### config.mk
export PLATFORM = sky130hd
export DESIGN_NAME = mem_arbiter_flat
export DESIGN_NICKNAME = d
export VERILOG_FILES = /design/src/rtl/mem_arbiter_if.sv /design/src/rtl/mem_arbiter.sv /design/src/flat_wrapper.sv
export SDC_FILE = /design/constraint.sdc
export NUM_CORES = 1
export LEC_CHECK = 0
export BUFFER_PORTS_ARGS = -buffer_cell sky130_fd_sc_hd__buf_2
export CORE_AREA = 2 2 83 85
export DETAILED_ROUTE_END_ITERATION = 12
export DIE_AREA = 0 0 85 87
export PLACE_DENSITY = 0.82
export SYNTH_ARGS = -nofsm -noshare
export SYNTH_HDL_FRONTEND = slang
export SYNTH_SLANG_ARGS = --single-unit
export TNS_END_PERCENT = 20
### constraint.sdc
create_clock -name clk -period 1.7 [get_ports clk]
set_input_delay 0.085 -clock clk [delete_from_list [all_inputs] [get_ports clk]]
set_output_delay 0.085 -clock clk [all_outputs]
set_load 0.02 [all_outputs]
### src/rtl/mem_arbiter_if.sv
// Bus bundle between the fetch/data requesters, the arbiter and the single-port memory.
// master: requesters plus memory read data; slave: the arbiter itself.
interface mem_arbiter_if #(
  parameter int ADDR_W = 8,
  parameter int DATA_W = 32
);
  logic              if_req;
  logic [ADDR_W-1:0] if_addr;
  logic              if_valid;
  logic [DATA_W-1:0] if_rdata;

  logic              d_req;
  logic              d_we;
  logic [ADDR_W-1:0] d_addr;
  logic [DATA_W-1:0] d_wdata;
  logic [2:0]        d_func3;
  logic              d_valid;
  logic [DATA_W-1:0] d_rdata;

  logic              mem_en;
  logic              mem_we;
  logic [ADDR_W-1:0] mem_addr;
  logic [DATA_W-1:0] mem_wdata;
  logic [2:0]        mem_func3;
  logic [DATA_W-1:0] mem_rdata;

  logic              stall;

  modport master (
    output if_req, if_addr, d_req, d_we, d_addr, d_wdata, d_func3, mem_rdata,
    input  if_valid, if_rdata, d_valid, d_rdata,
    input  mem_en, mem_we, mem_addr, mem_wdata, mem_func3, stall
  );

  modport slave (
    input  if_req, if_addr, d_req, d_we, d_addr, d_wdata, d_func3, mem_rdata,
    output if_valid, if_rdata, d_valid, d_rdata,
    output mem_en, mem_we, mem_addr, mem_wdata, mem_func3, stall
  );
endinterface

### src/rtl/mem_arbiter.sv
// Two-requester (fetch/data) arbiter in front of a single-port memory; one access per 2 cycles.
// Define ARB_RR_EN for round-robin arbitration; otherwise data always wins on contention.
module mem_arbiter #(
  parameter int ADDR_W = 8,
  parameter int DATA_W = 32
) (
  input  logic         clk,
  input  logic         rst,
  mem_arbiter_if.slave bus
);

  typedef enum logic [1:0] {IDLE, ISSUE_IF, ISSUE_D, RESP} state_e;

  state_e            state_q, state_d;
  logic [ADDR_W-1:0] addr_q, addr_d;
  logic [DATA_W-1:0] wdata_q, wdata_d;
  logic              we_q, we_d;
  logic [2:0]        func3_q, func3_d;
  logic              gnt_data_q, gnt_data_d;

  logic              if_pend;
  logic              d_pend;
  logic              pick_data;

`ifdef ARB_RR_EN
  // 1 = data was granted last; resets to fetch so the first contention goes to data.
  logic              last_grant_q, last_grant_d;
`endif

  always_comb begin
    state_d    = state_q;
    addr_d     = addr_q;
    wdata_d    = wdata_q;
    we_d       = we_q;
    func3_d    = func3_q;
    gnt_data_d = gnt_data_q;
`ifdef ARB_RR_EN
    last_grant_d = last_grant_q;
`endif

    // The requester answered in RESP still has req high; it is already consumed.
    if_pend = bus.if_req & ~((state_q == RESP) & ~gnt_data_q);
    d_pend  = bus.d_req  & ~((state_q == RESP) &  gnt_data_q);

`ifdef ARB_RR_EN
    pick_data = d_pend & (~if_pend | ~last_grant_q);
`else
    pick_data = d_pend;
`endif

    case (state_q)
      IDLE, RESP: begin
        if (if_pend | d_pend) begin
          gnt_data_d = pick_data;
`ifdef ARB_RR_EN
          last_grant_d = pick_data;
`endif
          if (pick_data) begin
            state_d = ISSUE_D;
            addr_d  = bus.d_addr;
            wdata_d = bus.d_wdata;
            we_d    = bus.d_we;
            func3_d = bus.d_func3;
          end else begin
            state_d = ISSUE_IF;
            addr_d  = bus.if_addr;
            wdata_d = '0;
            we_d    = 1'b0;
            func3_d = 3'b010;
          end
        end else begin
          state_d = IDLE;
        end
      end
      ISSUE_IF, ISSUE_D: state_d = RESP;
      default:           state_d = IDLE;
    endcase
  end

  always_ff @(posedge clk) begin
    if (rst) begin
      state_q    <= IDLE;
      addr_q     <= '0;
      wdata_q    <= '0;
      we_q       <= 1'b0;
      func3_q    <= '0;
      gnt_data_q <= 1'b0;
    end else begin
      state_q    <= state_d;
      addr_q     <= addr_d;
      wdata_q    <= wdata_d;
      we_q       <= we_d;
      func3_q    <= func3_d;
      gnt_data_q <= gnt_data_d;
    end
  end

`ifdef ARB_RR_EN
  always_ff @(posedge clk) begin
    if (rst) last_grant_q <= 1'b0;
    else     last_grant_q <= last_grant_d;
  end
`endif

  logic              issue;
  logic              if_valid;
  logic              d_valid;
  logic [DATA_W-1:0] if_rdata;
  logic [DATA_W-1:0] d_rdata;
  logic              mem_en;
  logic              mem_we;
  logic [ADDR_W-1:0] mem_addr;
  logic [DATA_W-1:0] mem_wdata;
  logic [2:0]        mem_func3;

  // Memory port driven purely from latched fields; rst kills en/we in the same cycle.
  always_comb begin
    issue     = (state_q == ISSUE_IF) | (state_q == ISSUE_D);
    if_valid  = 1'b0;
    d_valid   = 1'b0;
    if_rdata  = '0;
    d_rdata   = '0;
    mem_addr  = '0;
    mem_wdata = '0;
    mem_func3 = '0;
    mem_en    = issue & ~rst;
    mem_we    = (state_q == ISSUE_D) & we_q & ~rst;
    if (issue) begin
      mem_addr  = addr_q;
      mem_wdata = wdata_q;
      mem_func3 = func3_q;
    end
    if (state_q == RESP) begin
      if (gnt_data_q) begin
        d_valid = 1'b1;
        if (!we_q) d_rdata = bus.mem_rdata;
      end else begin
        if_valid = 1'b1;
        if_rdata = bus.mem_rdata;
      end
    end
  end

  assign bus.if_valid  = if_valid;
  assign bus.if_rdata  = if_rdata;
  assign bus.d_valid   = d_valid;
  assign bus.d_rdata   = d_rdata;
  assign bus.mem_en    = mem_en;
  assign bus.mem_we    = mem_we;
  assign bus.mem_addr  = mem_addr;
  assign bus.mem_wdata = mem_wdata;
  assign bus.mem_func3 = mem_func3;
  assign bus.stall     = (bus.if_req & ~if_valid) | (bus.d_req & ~d_valid);

endmodule

### src/flat_wrapper.sv
// flat-port wrapper written by rule: the top's interface ports become plain ports
module mem_arbiter_flat 
#(
  parameter int ADDR_W = 8,
  parameter int DATA_W = 32
)
  (clk, rst, bus_if_req, bus_if_addr, bus_d_req, bus_d_we, bus_d_addr, bus_d_wdata, bus_d_func3, bus_mem_rdata, bus_if_valid, bus_if_rdata, bus_d_valid, bus_d_rdata, bus_mem_en, bus_mem_we, bus_mem_addr, bus_mem_wdata, bus_mem_func3, bus_stall);
  mem_arbiter_if #(.ADDR_W(ADDR_W), .DATA_W(DATA_W)) bus_i ();
  input  logic clk;
  input  logic rst;
  input wire logic [$bits(bus_i.if_req)-1:0] bus_if_req;
  input wire logic [$bits(bus_i.if_addr)-1:0] bus_if_addr;
  input wire logic [$bits(bus_i.d_req)-1:0] bus_d_req;
  input wire logic [$bits(bus_i.d_we)-1:0] bus_d_we;
  input wire logic [$bits(bus_i.d_addr)-1:0] bus_d_addr;
  input wire logic [$bits(bus_i.d_wdata)-1:0] bus_d_wdata;
  input wire logic [$bits(bus_i.d_func3)-1:0] bus_d_func3;
  input wire logic [$bits(bus_i.mem_rdata)-1:0] bus_mem_rdata;
  output wire logic [$bits(bus_i.if_valid)-1:0] bus_if_valid;
  output wire logic [$bits(bus_i.if_rdata)-1:0] bus_if_rdata;
  output wire logic [$bits(bus_i.d_valid)-1:0] bus_d_valid;
  output wire logic [$bits(bus_i.d_rdata)-1:0] bus_d_rdata;
  output wire logic [$bits(bus_i.mem_en)-1:0] bus_mem_en;
  output wire logic [$bits(bus_i.mem_we)-1:0] bus_mem_we;
  output wire logic [$bits(bus_i.mem_addr)-1:0] bus_mem_addr;
  output wire logic [$bits(bus_i.mem_wdata)-1:0] bus_mem_wdata;
  output wire logic [$bits(bus_i.mem_func3)-1:0] bus_mem_func3;
  output wire logic [$bits(bus_i.stall)-1:0] bus_stall;
  assign bus_i.if_req = bus_if_req;
  assign bus_i.if_addr = bus_if_addr;
  assign bus_i.d_req = bus_d_req;
  assign bus_i.d_we = bus_d_we;
  assign bus_i.d_addr = bus_d_addr;
  assign bus_i.d_wdata = bus_d_wdata;
  assign bus_i.d_func3 = bus_d_func3;
  assign bus_i.mem_rdata = bus_mem_rdata;
  assign bus_if_valid = bus_i.if_valid;
  assign bus_if_rdata = bus_i.if_rdata;
  assign bus_d_valid = bus_i.d_valid;
  assign bus_d_rdata = bus_i.d_rdata;
  assign bus_mem_en = bus_i.mem_en;
  assign bus_mem_we = bus_i.mem_we;
  assign bus_mem_addr = bus_i.mem_addr;
  assign bus_mem_wdata = bus_i.mem_wdata;
  assign bus_mem_func3 = bus_i.mem_func3;
  assign bus_stall = bus_i.stall;
  mem_arbiter #(.ADDR_W(ADDR_W), .DATA_W(DATA_W)) u_core (.clk(clk), .rst(rst), .bus(bus_i));
endmodule
==> impl_metrics.json, run 1 <==
{
  "status": "finished, violations left",
  "violations": "negative hold slack",
  "hold_viol_final": 1,
  "initial_core_util_pct": 38.8,
  "slowest_stage": "mux2_4",
  "vdd_drop_max_mv": 0.649,
  "layout_commonest_cell": "buf_2",
  "hpwl_mm": 6.12,
  "grt_antenna_before_repair": 1,
  "post-route-min-period_ns": 1.67,
  "grt_max_degree": 37,
  "fin_cells": 574,
  "worst_pin_slew_ns": 0.365,
  "ios": 200,
  "endpoint_kind": "output port",
  "syn_nets": 361,
  "die_w_um": 85,
  "r2r-start": "u_core.state_q[1]",
  "ys_types": 27,
  "setup_tns_ns": 0,
  "fp.dieH_um": 87,
  "drive_gt1_share_pct": 54.0,
  "path_clk_slew_ns": 0.09,
  "path_cells": "mux2_4 -> buf_4 -> o21a_1 -> buf_2",
  "avgSynthCellArea_sq_um": 9.41,
  "path_buf_inv": 2,
  "synth_edf_count": 0,
  "grt_use_total_pct": 20.9,
  "power_density_nw_per_um2": 853,
  "cp_data_required_time_ns": 1.62,
  "max_stage_delay_ns": 0.37,
  "hold_path.class": "primary input to flip-flop",
  "ys_warn_count": 0,
  "rsz0062_at_grt": "true",
  "final_antenna_net_count": 0,
  "cts_buffer_depth": 2,
  "cts_root_buf": "clkbuf_8",
  "fp.dieArea_sq_um": 7400,
  "drt-total-wl_mm": 9.45,
  "slew_violations": 0,
  "ys.flop_type": "dfxtp_1",
  "synth_seq_cells": 47,
  "relSlewSlack_pct": 75.6,
  "gr-total-overflow": 0,
  "wl_per_cell_um": 16.5,
  "finalSetupViolCount": 0,
  "htreeDepth": 2,
  "p_leak_nw": 2.21,
  "finalNetCount": 583,
  "grt_pass1_wl_mm": 12.5,
  "timing.hold.ws_ns": -0.000449,
  "min_from": "bus_d_wdata[2]",
  "drt_iter0_drc": 116,
  "area_growth_pct": 70.7,
  "crit_type": "flip-flop to output port",
  "syn-cell-area_sq_um": 2550,
  "cts_tree": "built",
  "gp_congestion": 0.875,
  "cts.sinks": 47,
  "async_flop_share_pct": 0,
  "core-area_sq_um": 6570,
  "firstDrtPassIters": 4,
  "maxCapViolCount": 0,
  "final_cell_mix": "buf_2 (182), and2_1 (56), dfxtp_1 (44), nor2b_1 (43), a32o_1 (35)",
  "worstSetupStartpoint": "u_core.gnt_data_q",
  "dp.cells": 535,
  "cp_top_family": "multiplexers",
  "rows": 30,
  "numCtsBuffers": 5,
  "viasPerCell": 5.20,
  "io_buffers": 199,
  "fin_crit_sh_pct": 98.0,
  "crit_path_start_kind": "flip-flop",
  "insertion_delay_ns": 0.30,
  "seq_area_frac_synth_pct": 36.9,
  "syn_inst": 271,
  "vias": 2983,
  "arrival_ns": 1.58,
  "path_max_fanout": 10,
  "fmax_mhz": 600,
  "clock_skew_ns": 0.00879,
  "grt_pass1_vias": 2612,
  "drc_errors": 0
}
==> routing by layer <==
layer	vias up	wire length (um)	GRT usage, %
met5	-	0	0
met4	0	152	5.77
met3	10	696	5.78
met2	135	5120	39.3
met1	1427	3490	23.0
li1	1411	-	-
==> stage by stage <==
stage	setup WS, ns	power [mW]	area, sq um	util (%)
floorplan	0.117	2.19	2550	-
global placement	-0.0335	2.57	3650	55.5
detailed placement	-0.125	2.60	3650	55.5
CTS	-0.0770	3.45	3940	59.9
global route	-0.0301	3.88	4350	66.3
finish	0.0343	3.71	4350	66.3
==> state kept, by name (all words and copies together), names as in the netlist <==
register and cells:
u_core.addr_q 8, u_core.we_q 1, u_core.func3_q 3, u_core.state_q 2
u_core.wdata_q 32, u_core.gnt_data_q 1
==> cell families after synthesis <==
kind of cell | synth area share [%]
flip-flops | 36.9
buffers and inverters | 6.62
multiplexers | 3.73
AND/OR/NAND/NOR | 27.9
adder cells (fa/ha/maj) | 0.981
AO/OA/AOI/OAI | 23.8
==> synth_stat cells (all sizes together) (2+ instances only) <==
cell     n  share of area, %
o21a     4               1.2
buf     11               2.9
nor2b   45                11
dfxtp   47                37
mux2i    8               3.1
a221oi   8               2.7
a211oi   8               3.9
and3     2              0.49
a32o    35                14
inv      7               1.0
nor2     2              0.29
clkbuf  18               2.7
ha       2              0.98
a21oi    2              0.39
and2    64                16
==> power by group <==
| part | switching, mW | internal, mW | leakage, nW |
|---|---|---|---|
| Combinational | 0.875 | 0.695 | 1.77 |
| Clock | 0.386 | 0.430 | 0.0502 |
| Sequential | 0.0781 | 1.25 | 0.387 |
==> repair_timing <==
item	in CTS	in global routing
endpoints found under the setup margin	140	143
gates cloned	1	6
pin swaps	0	4
endpoints found under the hold margin	17	3
buffers inserted	0	5
resized for setup	3	67
hold buffers	17	3
==> worst paths after layout <==
path                                           to  cells after the start  slack, ns
worst min-delay path            u_core.wdata_q[2]                      2    -0.0004
worst min register to register  u_core.func3_q[1]                      1       0.47
worst max-delay path                    bus_stall                      4       0.03
worst max register to register   u_core.addr_q[0]                      6       0.04
==> area by class of cell <==
class,instances,area [sq um]
sequential,47,945
timing repair buffer,241,1570
multi-input combinational,191,1600
clock buffer,5,68.8
clock inverter,2,37.5
antenna,1,2.50
tap,80,100
inverter,7,30.0
fill,516,2220
Note: power is estimated with default switching activity, not from simulation.
==> run 2: changes to the inputs <==
--- a/config.mk
+++ b/config.mk
@@ -6,10 +6,10 @@
 export NUM_CORES = 1
 export LEC_CHECK = 0
 export BUFFER_PORTS_ARGS = -buffer_cell sky130_fd_sc_hd__buf_2
-export CORE_AREA = 2 2 83 85
+export CORE_AREA = 2 2 96 98
 export DETAILED_ROUTE_END_ITERATION = 12
-export DIE_AREA = 0 0 85 87
-export PLACE_DENSITY = 0.82
+export DIE_AREA = 0 0 98 100
+export PLACE_DENSITY = 0.64
 export SYNTH_ARGS = -nofsm -noshare
 export SYNTH_HDL_FRONTEND = slang
 export SYNTH_SLANG_ARGS = --single-unit
==> run 2 against run 1 <==
Effect of this change:
- the run now ends clean
- non-clock buffer count up 2
- clock skew decreased by 0.0049 ns
- sequential share of layout area up 0.14 points
- critical endpoint unchanged
==> impl_metrics.json, run 2 (synthesis results as in run 1) <==
{
  "numCtsBuffers": 5,
  "initial_core_util_pct": 28.7,
  "firstDrtPassIters": 4,
  "crit_type": "flip-flop to output port",
  "fillers": 845,
  "drt-met1-wl_mm": 3.48,
  "min_delay_path_depth": 2,
  "drt-total-wl_mm": 9.23,
  "status": "complete, no violations",
  "top_regs": "u_core.wdata_q: 32 flops, u_core.addr_q: 8 flops, u_core.func3_q: 3 flops",
  "regMostFlops": "u_core.wdata_q",
  "insertion_delay_ns": 0.29,
  "dr_wl_met3_um": 795,
  "dp.cells": 566,
  "gr-total-overflow": 0,
  "route.met2.wl_mm": 4.69,
  "vdd_drop_max_mv": 0.601,
  "finalSetupViolCount": 0,
  "wl_per_cell_um": 15.2,
  "post-route-min-period_ns": 1.64,
  "maxCapViolCount": 0,
  "final_cell_mix": "buf_2 (177), and2_1 (64), dfxtp_1 (45), nor2b_1 (42), a32o_1 (35)",
  "htreeDepth": 2,
  "power_density_nw_per_um2": 872,
  "drc_errors": 0,
  "fin_crit_sh_pct": 96.7,
  "grt_pass1_wl_mm": 13.7,
  "path_clk_slew_ns": 0.09,
  "fp.dieArea_sq_um": 9800,
  "top_layer_used": "met4",
  "finalNetCount": 584,
  "cts_buffer_depth": 2,
  "rsz0062_at_grt": "true",
  "grt_antenna_before_repair": 3,
  "crit_path_start_kind": "flip-flop",
  "cts_tree": "built",
  "arrival_ns": 1.56,
  "die_w_um": 98,
  "gp_congestion": 0.879,
  "drive_gt1_share_pct": 50.7,
  "vias": 2930,
  "grt_use_total_pct": 17.3,
  "cts_root_buf": "clkbuf_8",
  "path_max_fanout": 5,
  "io_buffers": 199,
  "core-area_sq_um": 8890,
  "worstRegToRegCells": 6,
  "relSlewSlack_pct": 59.6,
  "final_core_util_pct": 48.7,
  "worst_pin_slew_ns": 0.603,
  "ios": 200,
  "fin_cells": 608,
  "largest_reg_flops": 32,
  "hold_viol_final": 0,
  "hpwl_mm": 6.41,
  "cts.sinks": 47,
  "area_growth_pct": 69.8,
  "viasPerCell": 4.82,
  "hold_path.class": "primary input to flip-flop",
  "fmax_mhz": 608,
  "grt_max_degree": 37,
  "endpoint_kind": "output port",
  "final_antenna_net_count": 0,
  "cp_data_required_time_ns": 1.62,
  "fin_total_pwr_mw": 3.78,
  "drt_iter0_drc": 74,
  "fp.dieH_um": 100,
  "clock_skew_ns": 0.00392,
  "rows": 35,
  "layout_commonest_cell": "buf_2",
  "p_leak_nw": 2.19,
  "slew_violations": 0,
  "grt_pass1_vias": 2718
}
## run 2: cell count changes in the layout (fill, tap and decap cells not counted), sizes merged
cell / before / now
buf: 218 / 213
bufinv: 1 / 2
clkbuf: 8 / 7
clkinvlp: 2 / 0
diode: 1 / 2
dlygate4sd3: 20 / 29
inv: 6 / 7
o21ai: 4 / 3
## run 2: through the flow
stage | instance area (sq um) | TNS, ns | setup slack [ns] | hold slack (ns)
global route | 4330 | -0.0468 | -0.0148 | 0.000311
finish | 4330 | 0 | 0.0556 | 0.00807
floorplan | 2550 | 0 | 0.117 | 0.150
detailed placement | 3670 | -3.11 | -0.101 | 0.301
global placement | 3670 | -1.07 | -0.0330 | 0.295
CTS | 4120 | -1.63 | -0.0824 | 0.0000981
## run 2: what timing repair did
action	CTS	global route
hold endpoints to repair	28	1
hold buffers	28	1
setup endpoints to repair	132	138
cloned	1	2
buffers inserted	0	0
pin swaps	1	2
resized for setup	8	45
## run 2: power breakdown
part / internal, mW / switching (mW)
registers: 1.25 / 0.0798
clock network: 0.588 / 0.377
logic: 0.638 / 0.845
## run 2: path summary, 6_finish.rpt
kind | slack (ns) | startpoint | to
worst max register to register | 0.11 | u_core.state_q[0] | u_core.addr_q[3]
worst min-delay path | 0.008 | bus_d_wdata[15] | u_core.wdata_q[15]
worst min register to register | 0.46 | u_core.func3_q[1] | u_core.func3_q[1]
worst max-delay path | 0.06 | u_core.state_q[1] | bus_stall
## run 2: layout make-up
cell class              count  area (sq um)  area share (%)
diodes                      2          5.00           0.116
clock buffers               6          72.6            1.68
clock inverters             2          60.1            1.39
inverters                   7          26.3           0.607
multi-input cells         190          1570            36.2
flip-flops and latches     47           946            21.8
well taps                 111           139            3.21
repair buffers            243          1510            34.9
## run 2: layer usage
layer,track usage (%),vias up
met5,0,-
met4,6.84,0
met3,4.87,16
met2,31.4,145
met1,19.1,1361
li1,-,1408
## run 2: critical path: stages (launching register included)
cell     delay (ns)
dfxtp_4        0.37
ha_4           0.19
inv_1          0.25
buf_4          0.18
o21a_1         0.13
buf_2          0.16
